### src/rtl/tetris_pkg.sv
// Shared definitions for the tetris playfield logic.
//
// Contents:
//   cause_t        collision cause code (NONE / WALL / FLOOR / OVERLAP)
//   scan_state_t   state encoding of the sequential collision scanner
//   ROT_*          rotation selector values (clockwise quarter turns)
//   FIELD_W_DEF    default playfield width in cells
//   FIELD_H_DEF    default playfield height in cells
package tetris_pkg;

    localparam int FIELD_W_DEF = 20;
    localparam int FIELD_H_DEF = 20;

    localparam logic [1:0] ROT_0   = 2'd0;
    localparam logic [1:0] ROT_90  = 2'd1;
    localparam logic [1:0] ROT_180 = 2'd2;
    localparam logic [1:0] ROT_270 = 2'd3;

    typedef enum logic [1:0] {
        CAUSE_NONE    = 2'd0,
        CAUSE_WALL    = 2'd1,
        CAUSE_FLOOR   = 2'd2,
        CAUSE_OVERLAP = 2'd3
    } cause_t;

    typedef enum logic [1:0] {
        ST_IDLE = 2'd0,
        ST_SCAN = 2'd1,
        ST_DONE = 2'd2
    } scan_state_t;

endpackage

### src/rtl/piece_rotate_index.sv
// Combinational rotation lookup: for a cell (row, col) of the rotated piece
// grid, returns the bit index in the unrotated piece bitmap that supplies
// its value. Shared by the collision scanner and the renderer.
//
// Parameters:
//   PIECE_N   piece grid edge length
// Ports:
//   rotate    in   2            clockwise quarter turns (0..3)
//   row       in   RC_W         rotated-grid row
//   col       in   RC_W         rotated-grid column
//   src_idx   out  IDX_W        source bit index (src_row*PIECE_N + src_col)
module piece_rotate_index
    import tetris_pkg::*;
#(
    parameter int PIECE_N = 4,
    parameter int RC_W    = (PIECE_N > 1) ? $clog2(PIECE_N) : 1,
    parameter int IDX_W   = (PIECE_N > 1) ? $clog2(PIECE_N * PIECE_N) : 1
) (
    input  logic [1:0]       rotate,
    input  logic [RC_W-1:0]  row,
    input  logic [RC_W-1:0]  col,
    output logic [IDX_W-1:0] src_idx
);

    localparam logic [RC_W-1:0] NM1 = RC_W'(PIECE_N - 1);

    logic [RC_W-1:0] src_row;
    logic [RC_W-1:0] src_col;

    always_comb begin
        src_row = row;
        src_col = col;
        case (rotate)
            ROT_90: begin
                src_row = NM1 - col;
                src_col = row;
            end
            ROT_180: begin
                src_row = NM1 - row;
                src_col = NM1 - col;
            end
            ROT_270: begin
                src_row = col;
                src_col = NM1 - row;
            end
            default: begin
                src_row = row;
                src_col = col;
            end
        endcase
    end

    assign src_idx = IDX_W'(src_row) * IDX_W'(PIECE_N) + IDX_W'(src_col);

endmodule

### src/rtl/piece_collide_scan.sv
// Sequential collision checker. On an accepted start it captures the piece
// bitmap, rotation and signed position, then tests one grid cell per clock
// against the side walls, the floor and the field occupancy. The first
// collision found is kept; done pulses for one cycle when the result is final.
//
// Optional feature: define COLLIDE_EARLY_EXIT_EN to end the scan on the edge
// that registers the first collision instead of always walking every cell.
//
// Ports:
//   clk      in   1                  clock
//   rst      in   1                  asynchronous active-high reset
//   start    in   1                  check request, taken when ready=1
//   ready    out  1                  high in IDLE and DONE
//   piece    in   PIECE_N*PIECE_N    bitmap, bit r*PIECE_N+c
//   rotate   in   2                  clockwise quarter turns
//   pos_x    in   POS_W              signed x of piece column 0
//   pos_y    in   POS_W              signed y of piece row 0
//   field    in   FIELD_W*FIELD_H    occupancy, bit y*FIELD_W+x (held while busy)
//   done     out  1                  one-cycle result-valid pulse
//   collide  out  1                  collision found
//   cause    out  2                  0 NONE, 1 WALL, 2 FLOOR, 3 OVERLAP
module piece_collide_scan
    import tetris_pkg::*;
#(
    parameter int FIELD_W = FIELD_W_DEF,
    parameter int FIELD_H = FIELD_H_DEF,
    parameter int PIECE_N = 4,
    parameter int POS_W   = 6
) (
    input  logic                       clk,
    input  logic                       rst,
    input  logic                       start,
    output logic                       ready,
    input  logic [PIECE_N*PIECE_N-1:0] piece,
    input  logic [1:0]                 rotate,
    input  logic [POS_W-1:0]           pos_x,
    input  logic [POS_W-1:0]           pos_y,
    input  logic [FIELD_W*FIELD_H-1:0] field,
    output logic                       done,
    output logic                       collide,
    output logic [1:0]                 cause
);

    localparam int RC_W  = (PIECE_N > 1) ? $clog2(PIECE_N) : 1;
    localparam int IDX_W = (PIECE_N > 1) ? $clog2(PIECE_N * PIECE_N) : 1;
    localparam int FI_W  = $clog2(FIELD_W * FIELD_H);
    localparam int CW    = POS_W + 1;

    scan_state_t               state;
    scan_state_t               state_next;
    logic [PIECE_N*PIECE_N-1:0] piece_q;
    logic [1:0]                rot_q;
    logic [POS_W-1:0]          px_q;
    logic [POS_W-1:0]          py_q;
    logic [IDX_W-1:0]          idx;
    logic                      collide_q;
    cause_t                    cause_q;

    logic                      accept;
    logic                      last_cell;
    logic                      early_stop;
    logic [RC_W-1:0]           cell_r;
    logic [RC_W-1:0]           cell_c;
    logic [IDX_W-1:0]          src_idx;
    logic                      cell_on;
    logic signed [CW-1:0]      x_s;
    logic signed [CW-1:0]      y_s;
    logic [CW-1:0]             x_u;
    logic [CW-1:0]             y_u;
    logic [FI_W-1:0]           fidx;
    cause_t                    hit_cause;
    logic                      cell_hit;

    assign ready     = (state != ST_SCAN);
    assign done      = (state == ST_DONE);
    assign collide   = collide_q;
    assign cause     = cause_q;
    assign accept    = start && ready;
    assign last_cell = (idx == IDX_W'(PIECE_N * PIECE_N - 1));

    assign cell_r = RC_W'(idx / IDX_W'(PIECE_N));
    assign cell_c = RC_W'(idx % IDX_W'(PIECE_N));

    piece_rotate_index #(
        .PIECE_N (PIECE_N)
    ) u_rot (
        .rotate  (rot_q),
        .row     (cell_r),
        .col     (cell_c),
        .src_idx (src_idx)
    );

    assign cell_on = piece_q[src_idx];

    // Positions are sign-extended one bit before adding the in-grid offset
    // so the cell coordinate can never wrap.
    assign x_s  = $signed({px_q[POS_W-1], px_q}) + $signed(CW'(cell_c));
    assign y_s  = $signed({py_q[POS_W-1], py_q}) + $signed(CW'(cell_r));
    assign x_u  = x_s;
    assign y_u  = y_s;
    assign fidx = FI_W'(y_u) * FI_W'(FIELD_W) + FI_W'(x_u);

    // Walls take priority over the floor, and the field is only consulted
    // once the cell is known to lie inside it; rows above the field are free.
    always_comb begin
        hit_cause = CAUSE_NONE;
        if (cell_on) begin
            if (x_s[CW-1] || (x_u >= CW'(FIELD_W))) begin
                hit_cause = CAUSE_WALL;
            end else if (!y_s[CW-1] && (y_u >= CW'(FIELD_H))) begin
                hit_cause = CAUSE_FLOOR;
            end else if (!y_s[CW-1] && field[fidx]) begin
                hit_cause = CAUSE_OVERLAP;
            end
        end
    end

    assign cell_hit = (hit_cause != CAUSE_NONE);

`ifdef COLLIDE_EARLY_EXIT_EN
    assign early_stop = cell_hit && !collide_q;
`else
    assign early_stop = 1'b0;
`endif

    always_ff @(posedge clk or posedge rst) begin
        if (rst) begin
            state <= ST_IDLE;
        end else begin
            state <= state_next;
        end
    end

    // DONE lasts one cycle; a start seen there chains straight into a new scan.
    always_comb begin
        state_next = state;
        case (state)
            ST_IDLE: if (start) state_next = ST_SCAN;
            ST_SCAN: if (last_cell || early_stop) state_next = ST_DONE;
            ST_DONE: state_next = start ? ST_SCAN : ST_IDLE;
            default: state_next = ST_IDLE;
        endcase
    end

    // Only the first hit of a scan is recorded; later hits leave the result.
    always_ff @(posedge clk or posedge rst) begin
        if (rst) begin
            piece_q   <= '0;
            rot_q     <= ROT_0;
            px_q      <= '0;
            py_q      <= '0;
            idx       <= '0;
            collide_q <= 1'b0;
            cause_q   <= CAUSE_NONE;
        end else if (accept) begin
            piece_q   <= piece;
            rot_q     <= rotate;
            px_q      <= pos_x;
            py_q      <= pos_y;
            idx       <= '0;
            collide_q <= 1'b0;
            cause_q   <= CAUSE_NONE;
        end else if (state == ST_SCAN) begin
            idx <= idx + 1'b1;
            if (cell_hit && !collide_q) begin
                collide_q <= 1'b1;
                cause_q   <= hit_cause;
            end
        end
    end

endmodule

### config.mk
export PLATFORM = sky130hd
export DESIGN_NAME = piece_collide_scan
export DESIGN_NICKNAME = d
export VERILOG_FILES = /design/src/rtl/tetris_pkg.sv /design/src/rtl/piece_rotate_index.sv /design/src/rtl/piece_collide_scan.sv
export SDC_FILE = /design/constraint.sdc
export NUM_CORES = 1
export LEC_CHECK = 0
export ABC_AREA = 0
export BUFFER_PORTS_ARGS = -buffer_cell sky130_fd_sc_hd__buf_4
export CAP_MARGIN = 5
export CORE_AREA = 4 4 168 170
export CTS_CLUSTER_DIAMETER = 150
export DETAILED_ROUTE_END_ITERATION = 8
export DIE_AREA = 0 0 172 174
export PLACE_DENSITY = 0.5
export SLEW_MARGIN = 40
export SYNTH_ARGS = -nofsm -noshare
export SYNTH_HDL_FRONTEND = slang
export SYNTH_HIERARCHICAL = 1
export SYNTH_SLANG_ARGS = --single-unit
### constraint.sdc
create_clock -name clk -period 10.7 [get_ports clk]
set_input_delay 2.14 -clock clk [delete_from_list [all_inputs] [get_ports clk]]
set_output_delay 2.14 -clock clk [all_outputs]
set_load 0.03 [all_outputs]
# [Word-level counts from Yosys, hierarchy flattened]
# Index checks and enable logic that the tools add are counted.
[totals] output_inout_bits=5 wordCells=64 regBits=39 input_bits=433
[op_classes] multipliers=1 addsub=7 n_lt_le_gt_ge=4 eq_ne=9 n_reduce_logical=13 n_mux=22
[ops] cell="2-to-1 mux 2 bit" count=9
[ops] cell="one-hot mux 2 bit (3 select lines)" count=3
[ops] cell="adder 6 x 3 -> 7 bit" count=2
[ops] cell="greater-or-equal comparator 7 x 5 -> 1 bit (second input constant)" count=2
[ops] cell="less-than comparator 9 x 10 -> 1 bit (second input constant)" count=1
[ops] cell="adder 9 x 7 -> 9 bit" count=1
[ops] cell="binary-select mux 1 bit (select 9 bit)" count=1
[ops] cell="2-to-1 mux 4 bit" count=2
[ops] cell="multiplier 7 x 3 -> 7 bit (second input constant)" count=1
[ops] cell="== test 2 bit (second input constant)" count=3
[ops] cell="2-to-1 mux 1 bit" count=6
[ops] cell="nonzero test 2 bit" count=3
[ops] cell="less-than comparator 4 x 5 -> 1 bit (second input constant)" count=1
[ops] cell="adder 4 x 1 -> 4 bit (second input constant)" count=1
[ops] cell="adder 4 x 2 -> 4 bit" count=1
[ops] cell="binary-select mux 1 bit (select 4 bit)" count=1
[ops] cell="== test 2 x 1 -> 1 bit (second input constant)" count=2
[ops] cell="== test 4 bit (second input constant)" count=1
[ops] cell="logical AND 1 bit" count=4
[ops] cell="inequality test 2 bit (second input constant)" count=2
[ops] cell="AND reduction 2 bit" count=2
[ops] cell="subtractor 2 bit (first input constant)" count=2
[ops] cell="zero test 1 bit" count=2
[ops] cell="zero test 2 bit" count=1
[ops] cell="other kinds (2)" count=2

# [Longest topological paths before layout]
[logic_depth] depth_word=15 ltp_mapped=17 mapped_depth_nobuf=16

# [Hierarchy]
# Netlist, hierarchy kept.
[modules_own_cells] mod="piece_collide_scan" cells_per_inst=485 n_inst=1 area_per_inst_um2=5806.8 seq_area_each_um2=975.9
[modules_own_cells] mod="piece_rotate_index" cells_per_inst=12 n_inst=1 area_per_inst_um2=91.3 seq_area_each_um2=0.0

# [Least setup slack after synthesis]
# No wires, ideal clock.
[synth_timing] kind="input-to-reg" start="input field[295]" end="register cause_q[1] (netlist: cause[1])" required_ns=10.573 arrival_time_ns=3.910 setup_ns=0.127 path_slack_ns=6.663 path_stages=8 path_buffers=0 path_cell_list="mux4_1 mux4_2 and3_1 a211oi_1 nor4_1 a211oi_1 or3_4 a31oi_1"
[synth_between] elab_chain_cells=11
[synth_lines] element="start: declaration" line="piece_collide_scan.sv:38" source="input logic [FIELD_W*FIELD_H-1:0] field,"
[synth_lines] element="binary-select mux 1 bit (select 9 bit) *" line="piece_collide_scan.sv:112" source="end else if (!y_s[CW-1] && field[fidx]) begin"
[synth_lines] element="2-to-1 mux 1 bit (not written as such) *" line="piece_collide_scan.sv:112"
[synth_lines] element="logical AND 1 bit *" line="piece_collide_scan.sv:112"
[synth_lines] element="2-to-1 mux 2 bit *" line="piece_collide_scan.sv:112"
[synth_lines] element="2-to-1 mux 2 bit *" line="piece_collide_scan.sv:110" source="end else if (!y_s[CW-1] && (y_u >= CW'(FIELD_H))) begin"
[synth_lines] element="2-to-1 mux 2 bit *" line="piece_collide_scan.sv:108" source="if (x_s[CW-1] || (x_u >= CW'(FIELD_W))) begin"
[synth_lines] element="2-to-1 mux 2 bit *" line="piece_collide_scan.sv:107" source="if (cell_on) begin"
[synth_lines] element="nonzero test 2 bit" line="piece_collide_scan.sv:118" source="assign cell_hit = (hit_cause != CAUSE_NONE);"
[synth_lines] element="logical AND 1 bit" line="piece_collide_scan.sv:165" source="if (cell_hit && !collide_q) begin"
[synth_lines] element="nonzero test 2 bit (no source line)"
[synth_lines] element="AND reduction 2 bit (no source line)"
[synth_lines] element="end signal: assignment" line="piece_collide_scan.sv:167" source="cause_q <= hit_cause;"
[synth_lines] element="end: declaration" line="piece_collide_scan.sv:57" source="cause_t cause_q;"
# Mark *: on every way between the ends. The rest lies on a longest branch, timed or not. The select of a mux whose other input is x is not followed.
# A chain may end at the register's enable or synchronous reset.

# [Final worst setup path]
[layout_timing] start="register idx[2]" end="register cause_q[0] (netlist: cause[0])"
[layout_between] elab_chain_cells=14
[layout_lines] element="start: declaration" line="piece_collide_scan.sv:55" source="logic [IDX_W-1:0] idx;"
[layout_lines] element="start signal: assignment" line="piece_collide_scan.sv:164" source="idx <= idx + 1'b1;"
[layout_lines] element="adder 6 x 3 -> 7 bit" line="piece_collide_scan.sv:98" source="assign y_s = $signed({py_q[POS_W-1], py_q}) + $signed(CW'(cell_r));"
[layout_lines] element="multiplier 7 x 3 -> 7 bit" line="piece_collide_scan.sv:101" source="assign fidx = FI_W'(y_u) * FI_W'(FIELD_W) + FI_W'(x_u);"
[layout_lines] element="adder 9 x 7 -> 9 bit" line="piece_collide_scan.sv:101"
[layout_lines] element="binary-select mux 1 bit (select 9 bit)" line="piece_collide_scan.sv:112"
[layout_lines] element="2-to-1 mux 1 bit (not written as such)" line="piece_collide_scan.sv:112"
[layout_lines] element="logical AND 1 bit" line="piece_collide_scan.sv:112"
[layout_lines] element="2-to-1 mux 2 bit" line="piece_collide_scan.sv:112"
[layout_lines] element="2-to-1 mux 2 bit" line="piece_collide_scan.sv:110"
[layout_lines] element="2-to-1 mux 2 bit" line="piece_collide_scan.sv:108"
[layout_lines] element="2-to-1 mux 2 bit *" line="piece_collide_scan.sv:107"
[layout_lines] element="nonzero test 2 bit" line="piece_collide_scan.sv:118"
[layout_lines] element="logical AND 1 bit" line="piece_collide_scan.sv:165"
[layout_lines] element="nonzero test 2 bit (no source line)"
[layout_lines] element="AND reduction 2 bit (no source line)"
# Marked as above.

==> flow_metrics.tcl <==
set metrics [dict create \
    run_status "complete, no violations" \
    async_flop_share_pct 100 \
    dieArea_um2 29900 \
    wl_met1_um 11300 \
    grt_max_degree 58 \
    die_width_um 172 \
    fmax_mhz 211 \
    start_util_pct 22.1 \
    synth-edff-count 0 \
    die_height_um 174 \
    clk_latency_ns 0.28 \
    gp_congestion 0.846 \
    cp_max_fo 7 \
    htree_levels 2 \
    period_share_pct 44.2 \
    regArea_um2 976 \
    yosysMostFrequentCell "mux4_2" \
    avgSynthCellArea_um2 11.9 \
    gr-total-overflow 0 \
    syn-num-nets 950 \
    synth_commonest_cells "mux4_2 (100), nand2_1 (41), dfrtp_1 (39)" \
    crit_top_cell "ha_1" \
    grt_pass1_wl_um 42400 \
    setup-tns-final_ns 0 \
    num_vias 6233 \
    hold_viol_final 0 \
    worstPathRequired_ns 10.89 \
    layout.nets 1361 \
    crit_path_cell_trace "ha_1 -> fa_1 -> xor2_1 -> ha_1 -> ha_1 -> fa_1 -> ha_1 -> inv_1 -> and3_1 -> nor2_1 -> inv_1 -> a311oi_1 -> o41ai_1 -> or3_4 -> a221oi_2" \
    cp-start-kind "flip-flop" \
    synth_seq_cells 39 \
    grt_usage_pct 18.8 \
    cts_tree "built" \
    drive_gt1_share_pct 66.4 \
    routedWlPerCell_um 23.9 \
    wl_met2_um 15300 \
    yosys_warnings 6 \
    hold_buffers 0 \
    synth_cells 497 \
    rsz0062_at_grt "no" \
    routed_wl_um 29800 \
    syn_area_um2 5900 \
    setup_viol 0 \
    ant_nets 0 \
    cts_setup_buffers 0 \
    vias_per_cell 4.99 \
    coreArea_um2 26700 \
    clk_pin_slew_ns 0.06 \
    fin_util_pct 35.8 \
    dr_wl_met3_um 2610 \
    multi_input_area_um2 4600 \
    ys.flop_type "dfrtp_1" \
    cts_buffer_depth 2 \
    dr.pass1.iters 4 \
    yosys-top-cells-area "mux4_2 (38%), dfrtp_1 (17%), mux2_2 (6.9%)" \
    drv_cap 0 \
    yosys.area.top_type "mux4_2" \
    fin_crit_ns 4.73 \
    holdWs_ns 0.488 \
    worstSetupPathType "reg2reg" \
    fillerInstances 2753 \
    rows 60 \
    topRoutingLayerUsed "met5" \
    cp_slowest_cell "nor2_1" \
    synth_top_cell_area_share_pct 38.2 \
    cts_buffers 5 \
    dp_hpwl_um 25700 \
    end_kind "flip-flop" \
    antenna_cells 0 \
    io_pins 438 \
    slew_viol_final 0 \
    synth_cell_type_count 54 \
    worstPathArrival_ns 4.92 \
    dp_cells 1242 \
    ys_seq_area_share_pct 16.5 \
    hp-class "reg2reg" \
    layout.cells.non_filler 1249 \
    grt_pass1_vias 6872 \
    fin_worst_skew_ns 0.00774 \
    cts_num_sinks 39 \
    cts_root_buffer "clkbuf_16" \
    tightest_slew_ns 0.793 \
    drt_iter0_markers 224 \
    area_growth_syn_to_layout_pct 62.0 \
    antenna_found_initial 2 \
    slew_headroom_pct 47.1 \
    portBuffers 437 \
    post_cts_resized 0 \
    slowest_delay_ns 0.54 \
    drc 0 \
]
==> worst paths after layout <==
| path | to | startpoint | slack [ns] | depth (start not counted) |
|---|---|---|---|---|
| worst max register to register | cause[0] | idx[2] | 5.97 | 15 |
| worst min register to register | state[0] | state[0] | 0.49 | 1 |
| worst max-delay path | cause[0] | idx[2] | 5.97 | 15 |
| worst min-delay path | state[0] | state[0] | 0.49 | 1 |
| min in group asynchronous | rot_q[1] | rst | 1.98 | 3 |
| max in group asynchronous | idx[3] | rst | 8.35 | 3 |
==> placed cells by master (no fill, tap or decap), types with 3 or more instances in the layout <==
cell         n
a211oi_1    12
a21o_1       3
a21oi_1      7
a22oi_1     13
a31oi_1      6
and2_1       4
buf_4      445
clkbuf_16    5
dfrtp_1     39
ha_1        14
inv_1        9
mux2_2      36
mux2i_1     27
mux4_2     100
nand2_1     41
nand3_1     34
nand4_1      3
nor2_1      19
nor2b_1      9
nor3_1       6
nor4_1       3
o21ai_0     13
or2_2        3
xnor2_1     11
xor2_1       5
==> worst max-delay path, delay by kind of cell (launching register included) <==
kind,cells,cell delay [ns]
adders and majority gates,6,1.96
and+or+nand+nor,3,1.10
AOI/OAI and AO/OA,3,0.70
DFF,1,0.45
buffers and inverters,2,0.22
xor gates and xnor gates,1,0.21
==> flip-flops by register name, indices dropped and copies added (netlist names) <==
register  cells
collide       1
rot_q         2
cause         2
idx           4
piece_q      16
px_q          6
state         2
py_q          6
==> stage by stage <==
stage / area, um^2 / worst slack [ns]
after floorplan: 5900 / 6.66
after global placement: 9390 / 5.93
after detailed placement: 9390 / 5.92
after CTS: 9560 / 5.92
after global routing: 9560 / 5.68
final: 9560 / 5.97
==> logic make-up after synthesis <==
kind of cell	after synthesis	share of synthesized area, %
multiplexers	164	50.1
AND/OR/NAND/NOR	130	10.6
AO/OA/AOI/OAI	73	8.63
buffers and inverters	52	6.15
flip-flops	39	16.5
adder cells (fa/ha/maj)	20	4.75
XOR/XNOR	19	3.18
==> area by class of cell <==
cell class	count	share of cell area [%]
Multi-Input combinational cell	406	48.2
Inverter	10	0.393
Tap cell	341	4.46
Timing Repair Buffer	446	35.1
Sequential cell	39	10.2
Clock buffer	5	1.31
Clock inverter	2	0.393
==> metal layers <==
metal / up-vias / GRT usage (%)
met1: 3064 / 22.4
met5: - / 0
li1: 2841 / -
met3: 34 / 4.69
met2: 290 / 34.2
met4: 4 / 3.37
Power is not shown: default switching activity piles up to over one toggle a cycle in this logic, so the estimate is an artifact.
